`config.mk`:
```
export PLATFORM = sky130hd
export DESIGN_NAME = data_mem_interface_flat
export DESIGN_NICKNAME = d
export VERILOG_FILES = /design/src/rtl/data_mem_interface_pkg.sv /design/src/rtl/data_mem_interface_if.sv /design/src/rtl/data_mem_interface_req_edge_arm.sv /design/src/rtl/data_mem_interface.sv /design/src/flat_wrapper.sv
export SDC_FILE = /design/constraint.sdc
export NUM_CORES = 1
export LEC_CHECK = 0
export ABC_AREA = 1
export CORE_AREA = 2 2 110 112
export CTS_CLUSTER_DIAMETER = 30
export DETAILED_ROUTE_END_ITERATION = 10
export DIE_AREA = 0 0 112 114
export DONT_BUFFER_PORTS = 1
export GPL_TIMING_DRIVEN = 0
export PLACE_DENSITY = 0.77
export SYNTH_ARGS = -nofsm -noshare
export SYNTH_HDL_FRONTEND = slang
export SYNTH_SLANG_ARGS = --single-unit
```
`constraint.sdc`:
```
create_clock -name clk -period 2.15 [get_ports clk]
set_input_delay 0.43 -clock clk [delete_from_list [all_inputs] [get_ports clk]]
set_output_delay 0.43 -clock clk [all_outputs]
set_load 0.005 [all_outputs]
```
`src/rtl/data_mem_interface_pkg.sv`:
```
// Shared definitions for the data-memory interface and the cache that drives it:
// state encodings, cache command codes and default widths.
package data_mem_interface_pkg;

  localparam int unsigned DEF_DATA_WIDTH     = 16;
  localparam int unsigned DEF_CACHE_DEPTH    = 16;
  localparam int unsigned DEF_DDR_ADDR_WIDTH = 28;
  localparam int unsigned DEF_MEM_DATA_WIDTH = 32;
  localparam int unsigned LEN_WIDTH          = 10;
  localparam int unsigned STATE_WIDTH        = 4;

  // The cache decodes state_interface_module, so these values are fixed.
  typedef enum logic [STATE_WIDTH-1:0] {
    IDLE                 = 4'd0,
    MEM_READ_DATA        = 4'd1,
    MEM_READ_JMP         = 4'd2,
    MEM_READ_END         = 4'd3,
    MEM_WRITE_DATA_STORE = 4'd9,
    MEM_WRITE_END        = 4'd10
  } state_e;

  typedef enum logic [1:0] {
    CMD_NONE      = 2'd0,
    CMD_DATA_READ = 2'd1,
    CMD_JMP_READ  = 2'd2,
    CMD_STORE     = 2'd3
  } cache_cmd_e;

  // Fixed priority: store, then data read, then jump read.
  function automatic cache_cmd_e pick_cmd(input logic store, input logic rd, input logic jmp);
    if (store)    return CMD_STORE;
    else if (rd)  return CMD_DATA_READ;
    else if (jmp) return CMD_JMP_READ;
    else          return CMD_NONE;
  endfunction

endpackage

```
`src/rtl/data_mem_interface_if.sv`:
```
// Cache-side and memory-side bus of the data-memory interface.
// master = the interface block, slave = cache/memory environment.
interface data_mem_interface_if import data_mem_interface_pkg::*; #(
  parameter int unsigned DATA_WIDTH     = DEF_DATA_WIDTH,
  parameter int unsigned DDR_ADDR_WIDTH = DEF_DDR_ADDR_WIDTH,
  parameter int unsigned MEM_DATA_WIDTH = DEF_MEM_DATA_WIDTH
) ();

  logic                      DATA_read_req;
  logic [DDR_ADDR_WIDTH-1:0] DATA_read_addr;
  logic                      JMP_ADDR_read_req;
  logic                      DATA_store_req;
  logic [DDR_ADDR_WIDTH-1:0] DATA_write_addr;
  logic [DATA_WIDTH-1:0]     DATA_to_ddr;
  logic                      data_to_ddr_rdy;

  logic [DATA_WIDTH-1:0]     DATA_to_cache;
  logic [DDR_ADDR_WIDTH-1:0] JMP_ADDR_to_cache;
  logic [LEN_WIDTH-1:0]      rd_cnt_data;
  logic                      rd_burst_data_valid;
  logic                      wr_burst_data_req;
  logic [STATE_WIDTH-1:0]    state_interface_module;

  logic                      mem_rd_req;
  logic [DDR_ADDR_WIDTH-1:0] mem_rd_addr;
  logic [LEN_WIDTH-1:0]      mem_rd_len;
  logic [MEM_DATA_WIDTH-1:0] mem_rd_data;
  logic                      mem_rd_valid;
  logic                      mem_rd_finish;

  logic                      mem_wr_req;
  logic [DDR_ADDR_WIDTH-1:0] mem_wr_addr;
  logic [LEN_WIDTH-1:0]      mem_wr_len;
  logic [MEM_DATA_WIDTH-1:0] mem_wr_data;
  logic                      mem_wr_data_req;
  logic                      mem_wr_finish;

  modport master (
    input  DATA_read_req, DATA_read_addr, JMP_ADDR_read_req, DATA_store_req,
           DATA_write_addr, DATA_to_ddr, data_to_ddr_rdy,
           mem_rd_data, mem_rd_valid, mem_rd_finish, mem_wr_data_req, mem_wr_finish,
    output DATA_to_cache, JMP_ADDR_to_cache, rd_cnt_data, rd_burst_data_valid,
           wr_burst_data_req, state_interface_module,
           mem_rd_req, mem_rd_addr, mem_rd_len, mem_wr_req, mem_wr_addr, mem_wr_len, mem_wr_data
  );

  modport slave (
    output DATA_read_req, DATA_read_addr, JMP_ADDR_read_req, DATA_store_req,
           DATA_write_addr, DATA_to_ddr, data_to_ddr_rdy,
           mem_rd_data, mem_rd_valid, mem_rd_finish, mem_wr_data_req, mem_wr_finish,
    input  DATA_to_cache, JMP_ADDR_to_cache, rd_cnt_data, rd_burst_data_valid,
           wr_burst_data_req, state_interface_module,
           mem_rd_req, mem_rd_addr, mem_rd_len, mem_wr_req, mem_wr_addr, mem_wr_len, mem_wr_data
  );

endinterface

```
`src/rtl/data_mem_interface_req_edge_arm.sv`:
```
// Arms on a rising edge of i_req and disarms on i_clr (grant), so a level
// held high after its burst never re-triggers.
module req_edge_arm (
  input  logic clk,
  input  logic rst,
  input  logic i_req,
  input  logic i_clr,
  output logic o_armed
);

  logic r_req_d;
  logic r_armed;

  always_ff @(posedge clk or negedge rst) begin
    if (!rst) begin
      r_req_d <= 1'b0;
      r_armed <= 1'b0;
    end else begin
      r_req_d <= i_req;
      if (i_clr)
        r_armed <= 1'b0;
      else if (i_req && !r_req_d)
        r_armed <= 1'b1;
    end
  end

  assign o_armed = r_armed;

endmodule

```
`src/rtl/data_mem_interface.sv`:
```
// Sequences cache data reads, jump-address reads and stores onto the
// burst memory port.
//   state                | meaning
//   IDLE                 | waiting for an armed request
//   MEM_READ_DATA        | data burst read, DATA_CACHE_DEPTH+1 beats
//   MEM_READ_JMP         | single-beat jump-address read
//   MEM_READ_END         | one cycle after read finish
//   MEM_WRITE_DATA_STORE | store burst, DATA_CACHE_DEPTH beats
//   MEM_WRITE_END        | one cycle after write finish
module data_mem_interface import data_mem_interface_pkg::*; #(
  parameter int unsigned DATA_WIDTH       = DEF_DATA_WIDTH,
  parameter int unsigned DATA_CACHE_DEPTH = DEF_CACHE_DEPTH,
  parameter int unsigned DDR_ADDR_WIDTH   = DEF_DDR_ADDR_WIDTH,
  parameter int unsigned MEM_DATA_WIDTH   = DEF_MEM_DATA_WIDTH
) (
  input logic                  clk,
  input logic                  rst,
  data_mem_interface_if.master bus
);

  state_e     r_state;
  state_e     w_state_nxt;
  cache_cmd_e w_grant;

  logic w_armed_store;
  logic w_armed_rd;
  logic w_armed_jmp;
  logic w_in_read;
  logic w_beat_accept;
  logic w_wr_burst_req;

  logic                      r_mem_rd_req;
  logic                      r_mem_wr_req;
  logic [DDR_ADDR_WIDTH-1:0] r_mem_rd_addr;
  logic [DDR_ADDR_WIDTH-1:0] r_mem_wr_addr;
  logic [DDR_ADDR_WIDTH-1:0] r_jmp_addr;
  logic [LEN_WIDTH-1:0]      r_mem_rd_len;
  logic [LEN_WIDTH-1:0]      r_mem_wr_len;
  logic [LEN_WIDTH-1:0]      r_rd_cnt;
  logic [LEN_WIDTH-1:0]      r_wr_cnt;
  logic                      r_rd_valid;
  logic [DATA_WIDTH-1:0]     r_data_to_cache;

  req_edge_arm u_arm_store (
    .clk(clk), .rst(rst), .i_req(bus.DATA_store_req),
    .i_clr(w_grant == CMD_STORE), .o_armed(w_armed_store)
  );

  req_edge_arm u_arm_rd (
    .clk(clk), .rst(rst), .i_req(bus.DATA_read_req),
    .i_clr(w_grant == CMD_DATA_READ), .o_armed(w_armed_rd)
  );

  req_edge_arm u_arm_jmp (
    .clk(clk), .rst(rst), .i_req(bus.JMP_ADDR_read_req),
    .i_clr(w_grant == CMD_JMP_READ), .o_armed(w_armed_jmp)
  );

  assign w_in_read      = (r_state == MEM_READ_DATA) || (r_state == MEM_READ_JMP);
  // Beats beyond mem_rd_len are dropped so the count saturates.
  assign w_beat_accept  = w_in_read && bus.mem_rd_valid && (r_rd_cnt < r_mem_rd_len);
  assign w_wr_burst_req = (r_state == MEM_WRITE_DATA_STORE) && bus.mem_wr_data_req &&
                          (r_wr_cnt < LEN_WIDTH'(DATA_CACHE_DEPTH));

  always_ff @(posedge clk or negedge rst) begin
    if (!rst) r_state <= IDLE;
    else      r_state <= w_state_nxt;
  end

  always_comb begin
    w_state_nxt = r_state;
    w_grant     = CMD_NONE;
    case (r_state)
      IDLE: begin
        w_grant = pick_cmd(w_armed_store, w_armed_rd, w_armed_jmp);
        case (w_grant)
          CMD_STORE:     w_state_nxt = MEM_WRITE_DATA_STORE;
          CMD_DATA_READ: w_state_nxt = MEM_READ_DATA;
          CMD_JMP_READ:  w_state_nxt = MEM_READ_JMP;
          default:       w_state_nxt = IDLE;
        endcase
      end
      MEM_READ_DATA, MEM_READ_JMP:
        if (bus.mem_rd_finish) w_state_nxt = MEM_READ_END;
      MEM_READ_END:
        w_state_nxt = IDLE;
      MEM_WRITE_DATA_STORE:
        if (bus.mem_wr_finish) w_state_nxt = MEM_WRITE_END;
      MEM_WRITE_END:
        w_state_nxt = IDLE;
      default:
        w_state_nxt = IDLE;
    endcase
  end

  always_ff @(posedge clk or negedge rst) begin
    if (!rst) begin
      r_mem_rd_req    <= 1'b0;
      r_mem_wr_req    <= 1'b0;
      r_mem_rd_addr   <= '0;
      r_mem_wr_addr   <= '0;
      r_jmp_addr      <= '0;
      r_mem_rd_len    <= '0;
      r_mem_wr_len    <= '0;
      r_rd_cnt        <= '0;
      r_wr_cnt        <= '0;
      r_rd_valid      <= 1'b0;
      r_data_to_cache <= '0;
    end else begin
      r_rd_valid <= 1'b0;
      if (w_grant != CMD_NONE) begin
        r_rd_cnt <= '0;
        r_wr_cnt <= '0;
      end
      case (w_grant)
        CMD_STORE: begin
          r_mem_wr_req  <= 1'b1;
          r_mem_wr_addr <= bus.DATA_write_addr;
          r_mem_wr_len  <= LEN_WIDTH'(DATA_CACHE_DEPTH);
        end
        CMD_DATA_READ: begin
          // One extra beat covers the cache's capture delay.
          r_mem_rd_req  <= 1'b1;
          r_mem_rd_addr <= bus.DATA_read_addr;
          r_mem_rd_len  <= LEN_WIDTH'(DATA_CACHE_DEPTH + 1);
        end
        CMD_JMP_READ: begin
          r_mem_rd_req  <= 1'b1;
          r_mem_rd_addr <= bus.DATA_read_addr;
          r_mem_rd_len  <= LEN_WIDTH'(1);
        end
        default: ;
      endcase
      if (w_in_read && bus.mem_rd_finish)
        r_mem_rd_req <= 1'b0;
      if ((r_state == MEM_WRITE_DATA_STORE) && bus.mem_wr_finish)
        r_mem_wr_req <= 1'b0;
      if (w_beat_accept) begin
        r_rd_valid      <= 1'b1;
        r_rd_cnt        <= r_rd_cnt + LEN_WIDTH'(1);
        r_data_to_cache <= bus.mem_rd_data[DATA_WIDTH-1:0];
        if (r_state == MEM_READ_JMP)
          r_jmp_addr <= bus.mem_rd_data[DDR_ADDR_WIDTH-1:0];
      end
      if (w_wr_burst_req && bus.data_to_ddr_rdy)
        r_wr_cnt <= r_wr_cnt + LEN_WIDTH'(1);
    end
  end

  assign bus.state_interface_module = r_state;
  assign bus.DATA_to_cache          = r_data_to_cache;
  assign bus.JMP_ADDR_to_cache      = r_jmp_addr;
  assign bus.rd_cnt_data            = r_rd_cnt;
  assign bus.rd_burst_data_valid    = r_rd_valid;
  assign bus.wr_burst_data_req      = w_wr_burst_req;
  assign bus.mem_rd_req             = r_mem_rd_req;
  assign bus.mem_rd_addr            = r_mem_rd_addr;
  assign bus.mem_rd_len             = r_mem_rd_len;
  assign bus.mem_wr_req             = r_mem_wr_req;
  assign bus.mem_wr_addr            = r_mem_wr_addr;
  assign bus.mem_wr_len             = r_mem_wr_len;
  assign bus.mem_wr_data            = bus.data_to_ddr_rdy ? MEM_DATA_WIDTH'(bus.DATA_to_ddr) : '0;

endmodule

```
`src/flat_wrapper.sv`:
```
// flat-port wrapper written by rule: the top's interface ports become plain ports
module data_mem_interface_flat import data_mem_interface_pkg::*;
#(
  parameter int unsigned DATA_WIDTH       = DEF_DATA_WIDTH,
  parameter int unsigned DATA_CACHE_DEPTH = DEF_CACHE_DEPTH,
  parameter int unsigned DDR_ADDR_WIDTH   = DEF_DDR_ADDR_WIDTH,
  parameter int unsigned MEM_DATA_WIDTH   = DEF_MEM_DATA_WIDTH
)
  (clk, rst, bus_DATA_read_req, bus_DATA_read_addr, bus_JMP_ADDR_read_req, bus_DATA_store_req, bus_DATA_write_addr, bus_DATA_to_ddr, bus_data_to_ddr_rdy, bus_mem_rd_data, bus_mem_rd_valid, bus_mem_rd_finish, bus_mem_wr_data_req, bus_mem_wr_finish, bus_DATA_to_cache, bus_JMP_ADDR_to_cache, bus_rd_cnt_data, bus_rd_burst_data_valid, bus_wr_burst_data_req, bus_state_interface_module, bus_mem_rd_req, bus_mem_rd_addr, bus_mem_rd_len, bus_mem_wr_req, bus_mem_wr_addr, bus_mem_wr_len, bus_mem_wr_data);
  data_mem_interface_if #(.DATA_WIDTH(DATA_WIDTH), .DDR_ADDR_WIDTH(DDR_ADDR_WIDTH), .MEM_DATA_WIDTH(MEM_DATA_WIDTH)) bus_i ();
  input logic clk;
  input logic rst;
  input wire logic [$bits(bus_i.DATA_read_req)-1:0] bus_DATA_read_req;
  input wire logic [$bits(bus_i.DATA_read_addr)-1:0] bus_DATA_read_addr;
  input wire logic [$bits(bus_i.JMP_ADDR_read_req)-1:0] bus_JMP_ADDR_read_req;
  input wire logic [$bits(bus_i.DATA_store_req)-1:0] bus_DATA_store_req;
  input wire logic [$bits(bus_i.DATA_write_addr)-1:0] bus_DATA_write_addr;
  input wire logic [$bits(bus_i.DATA_to_ddr)-1:0] bus_DATA_to_ddr;
  input wire logic [$bits(bus_i.data_to_ddr_rdy)-1:0] bus_data_to_ddr_rdy;
  input wire logic [$bits(bus_i.mem_rd_data)-1:0] bus_mem_rd_data;
  input wire logic [$bits(bus_i.mem_rd_valid)-1:0] bus_mem_rd_valid;
  input wire logic [$bits(bus_i.mem_rd_finish)-1:0] bus_mem_rd_finish;
  input wire logic [$bits(bus_i.mem_wr_data_req)-1:0] bus_mem_wr_data_req;
  input wire logic [$bits(bus_i.mem_wr_finish)-1:0] bus_mem_wr_finish;
  output wire logic [$bits(bus_i.DATA_to_cache)-1:0] bus_DATA_to_cache;
  output wire logic [$bits(bus_i.JMP_ADDR_to_cache)-1:0] bus_JMP_ADDR_to_cache;
  output wire logic [$bits(bus_i.rd_cnt_data)-1:0] bus_rd_cnt_data;
  output wire logic [$bits(bus_i.rd_burst_data_valid)-1:0] bus_rd_burst_data_valid;
  output wire logic [$bits(bus_i.wr_burst_data_req)-1:0] bus_wr_burst_data_req;
  output wire logic [$bits(bus_i.state_interface_module)-1:0] bus_state_interface_module;
  output wire logic [$bits(bus_i.mem_rd_req)-1:0] bus_mem_rd_req;
  output wire logic [$bits(bus_i.mem_rd_addr)-1:0] bus_mem_rd_addr;
  output wire logic [$bits(bus_i.mem_rd_len)-1:0] bus_mem_rd_len;
  output wire logic [$bits(bus_i.mem_wr_req)-1:0] bus_mem_wr_req;
  output wire logic [$bits(bus_i.mem_wr_addr)-1:0] bus_mem_wr_addr;
  output wire logic [$bits(bus_i.mem_wr_len)-1:0] bus_mem_wr_len;
  output wire logic [$bits(bus_i.mem_wr_data)-1:0] bus_mem_wr_data;
  assign bus_i.DATA_read_req = bus_DATA_read_req;
  assign bus_i.DATA_read_addr = bus_DATA_read_addr;
  assign bus_i.JMP_ADDR_read_req = bus_JMP_ADDR_read_req;
  assign bus_i.DATA_store_req = bus_DATA_store_req;
  assign bus_i.DATA_write_addr = bus_DATA_write_addr;
  assign bus_i.DATA_to_ddr = bus_DATA_to_ddr;
  assign bus_i.data_to_ddr_rdy = bus_data_to_ddr_rdy;
  assign bus_i.mem_rd_data = bus_mem_rd_data;
  assign bus_i.mem_rd_valid = bus_mem_rd_valid;
  assign bus_i.mem_rd_finish = bus_mem_rd_finish;
  assign bus_i.mem_wr_data_req = bus_mem_wr_data_req;
  assign bus_i.mem_wr_finish = bus_mem_wr_finish;
  assign bus_DATA_to_cache = bus_i.DATA_to_cache;
  assign bus_JMP_ADDR_to_cache = bus_i.JMP_ADDR_to_cache;
  assign bus_rd_cnt_data = bus_i.rd_cnt_data;
  assign bus_rd_burst_data_valid = bus_i.rd_burst_data_valid;
  assign bus_wr_burst_data_req = bus_i.wr_burst_data_req;
  assign bus_state_interface_module = bus_i.state_interface_module;
  assign bus_mem_rd_req = bus_i.mem_rd_req;
  assign bus_mem_rd_addr = bus_i.mem_rd_addr;
  assign bus_mem_rd_len = bus_i.mem_rd_len;
  assign bus_mem_wr_req = bus_i.mem_wr_req;
  assign bus_mem_wr_addr = bus_i.mem_wr_addr;
  assign bus_mem_wr_len = bus_i.mem_wr_len;
  assign bus_mem_wr_data = bus_i.mem_wr_data;
  data_mem_interface #(.DATA_WIDTH(DATA_WIDTH), .DATA_CACHE_DEPTH(DATA_CACHE_DEPTH), .DDR_ADDR_WIDTH(DDR_ADDR_WIDTH), .MEM_DATA_WIDTH(MEM_DATA_WIDTH)) u_core (.clk(clk), .rst(rst), .bus(bus_i));
endmodule
```
==> results.py, run 1 <==
metrics = {
    "synthesis": {
        "ys_ff_latch": 135,
        "synth_flop_cell": "dfrtp_1",
        "synth.most_common_cell": "nand2_1",
        "synth.distinct_cells": 28,
        "netlist_area_um2": 5930,
        "synth_edf_count": 0,
        "yosys.area.top_type": "dfrtp_1",
        "synth_area_leaders": "dfrtp_1 57%, nand2_1 16%, mux2_2 5.3%",
        "netlist.area_leader.share": 0.570,
        "synth_common_cells": "247 x nand2_1, 135 x dfrtp_1, 50 x inv_1",
        "ys_seq_area_frac": 0.570,
        "yosys_warnings": 0,
        "async_flop_share": 1.00,
        "syn_area_per_cell_um2": 9.26,
        "synthCells": 640,
    },
    "clocking": {
        "htree_levels": 4,
        "clock_latency_ps": 410,
        "root_buffer": "clkbuf_16",
        "post-cts-setup-buffers": 0,
        "tritoncts": "built",
        "cts_buffers": 17,
        "clock_sinks": 135,
        "clk_pin_slew_ps": 60,
        "cts_buffer_depth": 2,
    },
    "place": {
        "dpl_worst_slack_ps": -354,
        "detailed_place.area_um2": 6240,
        "hpwl_um": 10500,
        "gp_congestion": 0.820,
        "io_buffers": 0,
    },
    "setup_path": {
        "cp_max_fo": 10,
        "critPathKind": "reg -> reg",
        "cp.required_ps": 2440,
        "crit_start": "u_core.bus.state_interface_module[0]",
        "crit_path_end_kind": "register",
        "cp_data_arrival_time_ps": 2340,
        "startpoint_type": "register",
        "r2r_start": "u_core.bus.state_interface_module[0]",
    },
    "final_layout": {
        "syn2layout_area_growth_pct": 17.2,
        "fill_cells": 975,
        "drive_gt1_frac": 0.190,
        "utilization": 0.593,
        "fin_nets": 813,
        "diodes": 0,
        "design_area_um2": 6950,
    },
    "route": {
        "vias": 4353,
        "drt_iter0_markers": 324,
        "drc": 0,
        "ant_nets": 0,
        "wl_per_cell_um": 16.8,
        "dr.pass1.iters": 6,
        "wl_um": 14300,
        "vias_per_cell": 5.11,
    },
    "floorplanning": {
        "die_h_um": 114,
        "start_util": 0.506,
        "die-area_um2": 12800,
        "pin_count": 284,
        "placeableCoreArea_um2": 11700,
        "rows": 40,
        "die_w_um": 112,
    },
    "grt": {
        "antenna_found_initial": 0,
        "grt_pass1_wl_um": 22400,
        "grt.total_usage": 0.223,
        "gr-total-overflow": 0,
        "grt_pass1_vias": 4431,
        "grt_max_degree": 136,
    },
    "run_status": {
        "status": "complete, but fails checks",
        "violations": "hold timing",
    },
    "sta": {
        "rsz0062_at_grt": "true",
        "clock_skew_ps": 14.6,
        "hold_slack_ps": -285,
        "setup_slack_ps": 107,
        "finalCriticalPeriod_ps": 2040,
        "fmax_mhz": 490,
        "fin_crit_sh": 0.950,
        "fin_setup_tns_ps": 0,
        "hold_viol": 135,
        "finalSetupViolations": 0,
        "maxSlewViolCount": 0,
    },
    "power_and_ir_drop": {
        "p_leak_nw": 3.79,
        "ir_drop_v": 0.000856,
        "pwr_density_cell_nw_per_um2": 1590,
    },
    "job": {
        "max-cap-violations": 0,
    },
    "hold_path": {
        "hold_class": "in -> async",
    },
}
area by class of cell:
class | count | area, µm² | share of cell area
plain buffers | 61 | 429 | 0.0618
clock buffers | 21 | 470 | 0.0677
clock inverters | 11 | 195 | 0.0281
inverters | 52 | 195 | 0.0281
multi-input cells | 425 | 2100 | 0.302
flip-flops and latches | 135 | 3380 | 0.486
well taps | 147 | 184 | 0.0265
kinds of logic (layout without fill, tap and decap cells):
kind of cell	count (synthesis)	after routing	share of synthesized area
AOI/OAI and AO/OA	13	13	0.0114
xor gates and xnor gates	4	4	0.00591
adders and majority gates	7	7	0.0148
buffers and inverters	113	145	0.101
DFF	135	135	0.570
muxes	28	28	0.0532
other	1	34	0.000632
and+or+nand+nor	339	339	0.243
power by group:
group          total (mW)  internal, mW  leakage [nW]  switching (mW)
Combinational        3.29          1.25          1.77            2.04
Clock                3.26          2.16         0.327            1.10
Sequential           4.50          3.60          1.69           0.902
cell usage in the layout, fill, tap and decap left out, types with 4 or more instances in the layout:
| cell type | count |
|---|---|
| inv_1 | 50 |
| nor2_1 | 26 |
| o21ai_0 | 7 |
| a21oi_1 | 5 |
| buf_4 | 44 |
| conb_1 | 34 |
| dfrtp_1 | 135 |
| clkbuf_1 | 4 |
| buf_2 | 7 |
| bufinv_16 | 5 |
| ha_1 | 6 |
| nand2_1 | 247 |
| nand4_1 | 30 |
| clkinv_4 | 4 |
| nand3_1 | 22 |
| mux2_2 | 28 |
| clkbuf_16 | 17 |
critical path: stages (launching register included):
cell     delay, ps
dfrtp_1        450
inv_1          140
nand2_1        130
nor2_2         150
nand2_1        120
inv_1          130
ha_2           230
buf_4          200
mux2_2         350
per-stage QoR:
step | cells | power [mW] | hold WS (ps)
6_report | 852 | 11.0 | -285
5_1_grt | 852 | 11.8 | -306
4_1_cts | 852 | 11.0 | -307
3_5_place_dp | 820 | 7.72 | 137
3_3_place_gp | 820 | 7.50 | 137
2_1_floorplan | 673 | 6.72 | 134
state kept, by name, indices dropped and copies added, names as in the netlist, 2 cells and up:
| name | cells |
|---|---|
| u_core.bus.mem_rd_addr | 28 |
| u_core.bus.mem_rd_len | 2 |
| u_core.bus.mem_wr_addr | 28 |
| u_core.bus.DATA_to_cache | 16 |
| u_core.bus.rd_cnt_data | 10 |
| u_core.bus.JMP_ADDR_to_cache | 28 |
| u_core.bus.state_interface_module | 3 |
| u_core.r_wr_cnt | 10 |
timing repair:
item	in CTS	in global routing
endpoints found under the setup margin	38	58
endpoints found under the hold margin	135	135
pin swaps	0	1
gates resized for setup	4	25
worst paths after layout:
check / cells after the start / to / slack (ps)
min in group clk: 0 / u_core.u_arm_store.r_req_d / 40
max reg2reg: 8 / u_core.bus.mem_wr_addr[8] / 110
min reg2reg: 2 / u_core.r_wr_cnt[7] / 490
min: 0 / u_core.r_wr_cnt[1] / -280
max: 8 / u_core.bus.mem_wr_addr[8] / 110
max in group asynchronous: 0 / u_core.bus.mem_rd_addr[27] / 2240
routing by layer:
metal	routed length, µm	global-route usage
met1	5530	0.269
met2	7060	0.368
met3	1510	0.0824
met4	229	0.0854
met5	0	0
No activity file was read; power rests on OpenSTA's default activity.
==> inputs of run 2 (changes only) <==
Settings changed: SETUP_SLACK_MARGIN set to 0.3.
==> run 2 against run 1 <==
  * The flow still finishes with violations (hold timing)
  * Power rose by 1.1%
  * Combinational power grew 6%
  * Design area grew 1.2%
  * Fmax rose by 14%
  * Worst setup slack gained 260 ps
  * Global-route usage is 0.25 points higher
  * Register-to-register slack better by 260 ps
==> results.py, run 2 (synthesis gave the netlist of run 1 again) <==
metrics = {
    "route": {
        "drt_iter0_markers": 423,
        "vias_per_cell": 5.13,
        "dr.pass1.iters": 4,
        "drc": 0,
        "wl_um": 14300,
        "ant_nets": 0,
        "wl_per_cell_um": 16.7,
        "vias": 4387,
    },
    "grt": {
        "grt_pass1_wl_um": 22400,
        "grt.total_usage": 0.225,
        "antenna_found_initial": 0,
        "gr-total-overflow": 0,
        "grt_max_degree": 136,
        "grt_pass1_vias": 4406,
    },
    "sta": {
        "slew_headroom": 0.665,
        "fin_setup_tns_ps": 0,
        "finalCriticalPeriod_ps": 1780,
        "worst_pin_slew_ps": 502,
        "rsz0062_at_grt": "true",
        "finalSetupViolations": 0,
        "hold_viol": 135,
        "fmax_mhz": 560,
        "setup_slack_ps": 365,
        "clock_skew_ps": 5.72,
        "fin_crit_sh": 0.830,
        "maxSlewViolCount": 0,
        "hold_slack_ps": -296,
    },
    "clocking": {
        "root_buffer": "clkbuf_16",
        "cts_buffer_depth": 2,
        "tritoncts": "built",
        "clk_pin_slew_ps": 60,
        "clock_latency_ps": 420,
        "htree_levels": 4,
        "clock_sinks": 135,
        "cts_buffers": 17,
    },
    "floorplanning": {
        "die_h_um": 114,
        "die-area_um2": 12800,
        "start_util": 0.506,
        "rows": 40,
        "die_w_um": 112,
        "placeableCoreArea_um2": 11700,
        "pin_count": 284,
    },
    "place": {
        "gp_congestion": 0.833,
        "detailed_place.area_um2": 6240,
        "hpwl_um": 10400,
        "io_buffers": 0,
        "dpl_worst_slack_ps": -88.1,
    },
    "setup_path": {
        "cp_data_arrival_time_ps": 2090,
        "startpoint_type": "register",
        "crit_path_end_kind": "register",
        "r2r_setup_slack_ps": 370,
        "critPathKind": "reg -> reg",
        "cp.required_ps": 2450,
        "cp_max_fo": 10,
    },
    "final_layout": {
        "layout_common_cells": "244 x nand2_1, 131 x dfrtp_1, 46 x inv_1, 46 x buf_4, 34 x conb_1",
        "utilization": 0.600,
        "fin_nets": 817,
        "diodes": 0,
        "final_common_cell": "nand2_1",
        "syn2layout_area_growth_pct": 18.6,
        "design_area_um2": 7030,
        "drive_gt1_frac": 0.212,
    },
    "power_and_ir_drop": {
        "pwr_density_cell_nw_per_um2": 1590,
        "ir_drop_v": 0.000980,
        "p_leak_nw": 3.80,
    },
    "hold_path": {
        "hold_class": "in -> async",
    },
    "job": {
        "max-cap-violations": 0,
    },
    "run_status": {
        "status": "complete, but fails checks",
        "violations": "hold timing",
    },
}
-- run 2: timing repair --
item | CTS | global route
buffers inserted | 2 | 2
pin swaps | 3 | 2
gates resized for setup | 27 | 14
endpoints found under the hold margin | 135 | 135
endpoints found under the setup margin | 69 | 115
-- run 2: path summary, 6_finish.rpt --
path,end,cells after the start,start
min in group clk,u_core.u_arm_rd.r_req_d,0,bus_DATA_read_req
max in group asynchronous,u_core.bus.mem_rd_len[4],0,rst
min,u_core.bus.JMP_ADDR_to_cache[16],0,rst
max reg2reg,u_core.bus.mem_wr_addr[4],8,u_core.bus.state_interface_module[0]
min reg2reg,u_core.u_arm_store.o_armed,3,u_core.u_arm_store.r_req_d
max,u_core.bus.mem_wr_addr[4],8,u_core.bus.state_interface_module[0]
-- run 2: metal layers --
metal | GRT usage | wire, µm | up-vias
li1 | - | - | 2057
met1 | 0.258 | 5400 | 2073
met2 | 0.368 | 6890 | 235
met3 | 0.106 | 1730 | 22
met4 | 0.0927 | 271 | 0
met5 | 0 | 0 | -
-- run 2: final cells by class --
| cell class | instances | area (µm²) |
|---|---|---|
| Fill cell | 980 | 4680 |
| Timing Repair Buffer | 4 | 30.0 |
| Buffer | 61 | 449 |
| Clock buffer | 21 | 450 |
| Sequential cell | 135 | 3380 |
| Inverter | 52 | 195 |
| Tap cell | 147 | 184 |
| Multi-Input combinational cell | 425 | 2140 |
| Clock inverter | 11 | 196 |
-- run 2: through the flow --
| step | total power [mW] | std cells |
|---|---|---|
| 3_3_place_gp | 7.52 | 820 |
| 6_report | 11.2 | 856 |
| 2_1_floorplan | 6.73 | 673 |
| 3_5_place_dp | 7.73 | 820 |
| 5_1_grt | 11.9 | 856 |
| 4_1_cts | 11.2 | 854 |
-- run 2: power breakdown --
part	leakage, nW	internal, mW	switching, mW
clock	0.308	2.09	1.09
combinational	1.80	1.37	2.10
sequential	1.68	3.61	0.904
total	3.80	7.07	4.09
-- run 2: worst max-delay path, cell delays in order (launching register included) --
cell and delay, ps:
dfrtp_2 450, inv_2 110, nand2_2 90, nor2_2 130
nand2_2 110, inv_2 110, ha_4 180, buf_6 150
mux2_2 340
==> inputs of run 3 (changes only) <==
Settings changed: PLACE_DENSITY 0.77 to 0.8.
Clock period 2.15 ns to 1.6 ns, I/O delays scaled along.
==> run 3 against run 2 <==
  * The flow finishes with violations (hold timing, setup timing)
  * Combinational power is 120% higher
  * Clock skew is 5.0 ps higher
  * Hold slack worse by 94 ps
  * Design area is 14% higher
  * Fmax is 1.2% higher
==> results.py, run 3 (synthesis gave the netlist of run 1 again) <==
metrics = {
    "run_status": {
        "status": "complete, but fails checks",
        "violations": "hold timing, setup timing",
    },
    "setup_path": {
        "cp.required_ps": 1890,
        "crit_path_end_kind": "register",
        "critPathKind": "reg -> reg",
        "cp_max_fo": 5,
        "cp_data_arrival_time_ps": 2050,
        "startpoint_type": "register",
    },
    "grt": {
        "grt.total_usage": 0.249,
        "grt_pass1_wl_um": 24500,
        "antenna_found_initial": 0,
        "grt_pass1_vias": 4676,
        "grt_max_degree": 136,
        "gr-total-overflow": 0,
    },
    "final_layout": {
        "final_common_cell": "nand2_1",
        "drive_gt1_frac": 0.379,
        "fin_nets": 854,
        "final_cells": 893,
        "syn2layout_area_growth_pct": 35.7,
        "layout_common_cells": "179 x nand2_1, 130 x dfrtp_1, 60 x nand2_2, 51 x buf_4, 41 x inv_1",
        "diodes": 0,
    },
    "place": {
        "placedCellCount": 820,
        "hpwl_um": 11100,
        "gp_congestion": 0.856,
        "io_buffers": 0,
    },
    "sta": {
        "maxSlewViolCount": 0,
        "fmax_mhz": 567,
        "hold_slack_ps": -390,
        "fin_crit_sh": 1.10,
        "rsz0062_at_grt": "true",
        "finalSetupViolations": 101,
        "fin_setup_tns_ps": -8640,
        "hold_viol": 135,
        "setup_slack_ps": -164,
        "finalCriticalPeriod_ps": 1760,
        "clock_skew_ps": 10.7,
    },
    "route": {
        "vias_per_cell": 5.22,
        "wl_um": 17000,
        "vias": 4662,
        "drt_iter0_markers": 352,
        "ant_nets": 0,
        "drc": 0,
        "dr.pass1.iters": 4,
        "wl_per_cell_um": 19.1,
    },
    "clocking": {
        "cts_buffer_depth": 2,
        "clock_sinks": 135,
        "clk_pin_slew_ps": 60,
        "clock_latency_ps": 410,
        "tritoncts": "built",
        "root_buffer": "clkbuf_16",
        "cts_hold_buffers": 6,
        "cts_buffers": 17,
        "htree_levels": 4,
    },
    "floorplanning": {
        "start_util": 0.506,
        "die-area_um2": 12800,
        "die_w_um": 112,
        "pin_count": 284,
        "placeableCoreArea_um2": 11700,
        "die_h_um": 114,
        "rows": 40,
    },
    "power_and_ir_drop": {
        "pwr_density_cell_nw_per_um2": 2220,
        "ir_drop_v": 0.00202,
        "p_leak_nw": 4.17,
        "finalPower_mw": 17.8,
    },
    "hold_path": {
        "hold_class": "in -> async",
    },
    "job": {
        "max-cap-violations": 0,
    },
}
## run 3: cell types whose count changed in the layout (fill, tap and decap cells not counted), sizes merged
cell         before  now
buf              57   83
clkinv            3    4
nand3            25   26
bufinv            5    3
inv              53   55
clkbuf           29   31
clkinvlp          2    3
dlygate4sd3       0    6
## run 3: final cells by class
type                            instances  area, µm²
Multi-Input combinational cell        426       2590
Sequential cell                       135       3380
Tap cell                              147        184
Clock inverter                         13        170
Buffer                                 61        592
Inverter                               52        208
Clock buffer                           19        433
Timing Repair Buffer                   40        484
Fill cell                             823       3660
## run 3: power breakdown
group / total (mW) / internal (mW) / switching [mW]
combinational: 7.67 / 3.82 / 3.86
sequential: 6.15 / 4.84 / 1.31
clock: 4.02 / 2.47 / 1.55
## run 3: worst max-delay path, stage by stage (launching register included)
cell and delay (ps):
dfrtp_2 460, inv_4 100, nand2_4 80, nor2_4 130
nand2_4 90, inv_4 80, ha_4 220, clkbuf_16 180
mux2_4 300
## run 3: what timing repair did
action / in CTS / in global routing
buffers inserted: 15 / 7
cloned: 7 / 6
gates resized for setup: 100 / 73
hold endpoints to repair: 141 / 135
setup endpoints to repair: 142 / 135
pin swaps: 31 / 20
## run 3: through the flow
stage | setup slack, ps | utilization | instance area (µm²)
floorplan | 12.3 | - | 6300
global placement | -157 | 0.554 | 6490
detailed placement | -201 | 0.554 | 6490
global route | -217 | 0.687 | 8050
finish | -164 | 0.687 | 8050
CTS | -174 | 0.652 | 7640
## run 3: final timing paths
path | to | slack [ps] | cells after the start | start
setup / recovery | u_core.bus.mem_wr_addr[0] | -160 | 8 | u_core.bus.state_interface_module[0]
hold / removal | u_core.bus.DATA_to_cache[0] | -390 | 0 | rst
setup reg to reg | u_core.bus.mem_wr_addr[0] | -160 | 8 | u_core.bus.state_interface_module[0]
hold reg to reg | u_core.u_arm_rd.o_armed | 490 | 3 | u_core.u_arm_rd.r_req_d
max in group asynchronous | u_core.bus.state_interface_module[1] | 1680 | 0 | rst
min in group clk | u_core.bus.mem_rd_addr[25] | 10 | 2 | bus_DATA_read_addr[25]
## run 3: per-layer routing
metal / global-route usage / vias up / wire [µm] / share of wire
met4: 0.0894 / 0 / 306 / 0.018
li1: - / 2122 / - / -
met3: 0.104 / 27 / 1800 / 0.11
met1: 0.271 / 2267 / 6030 / 0.35
met2: 0.440 / 246 / 8900 / 0.52
met5: 0 / - / 0 / 0
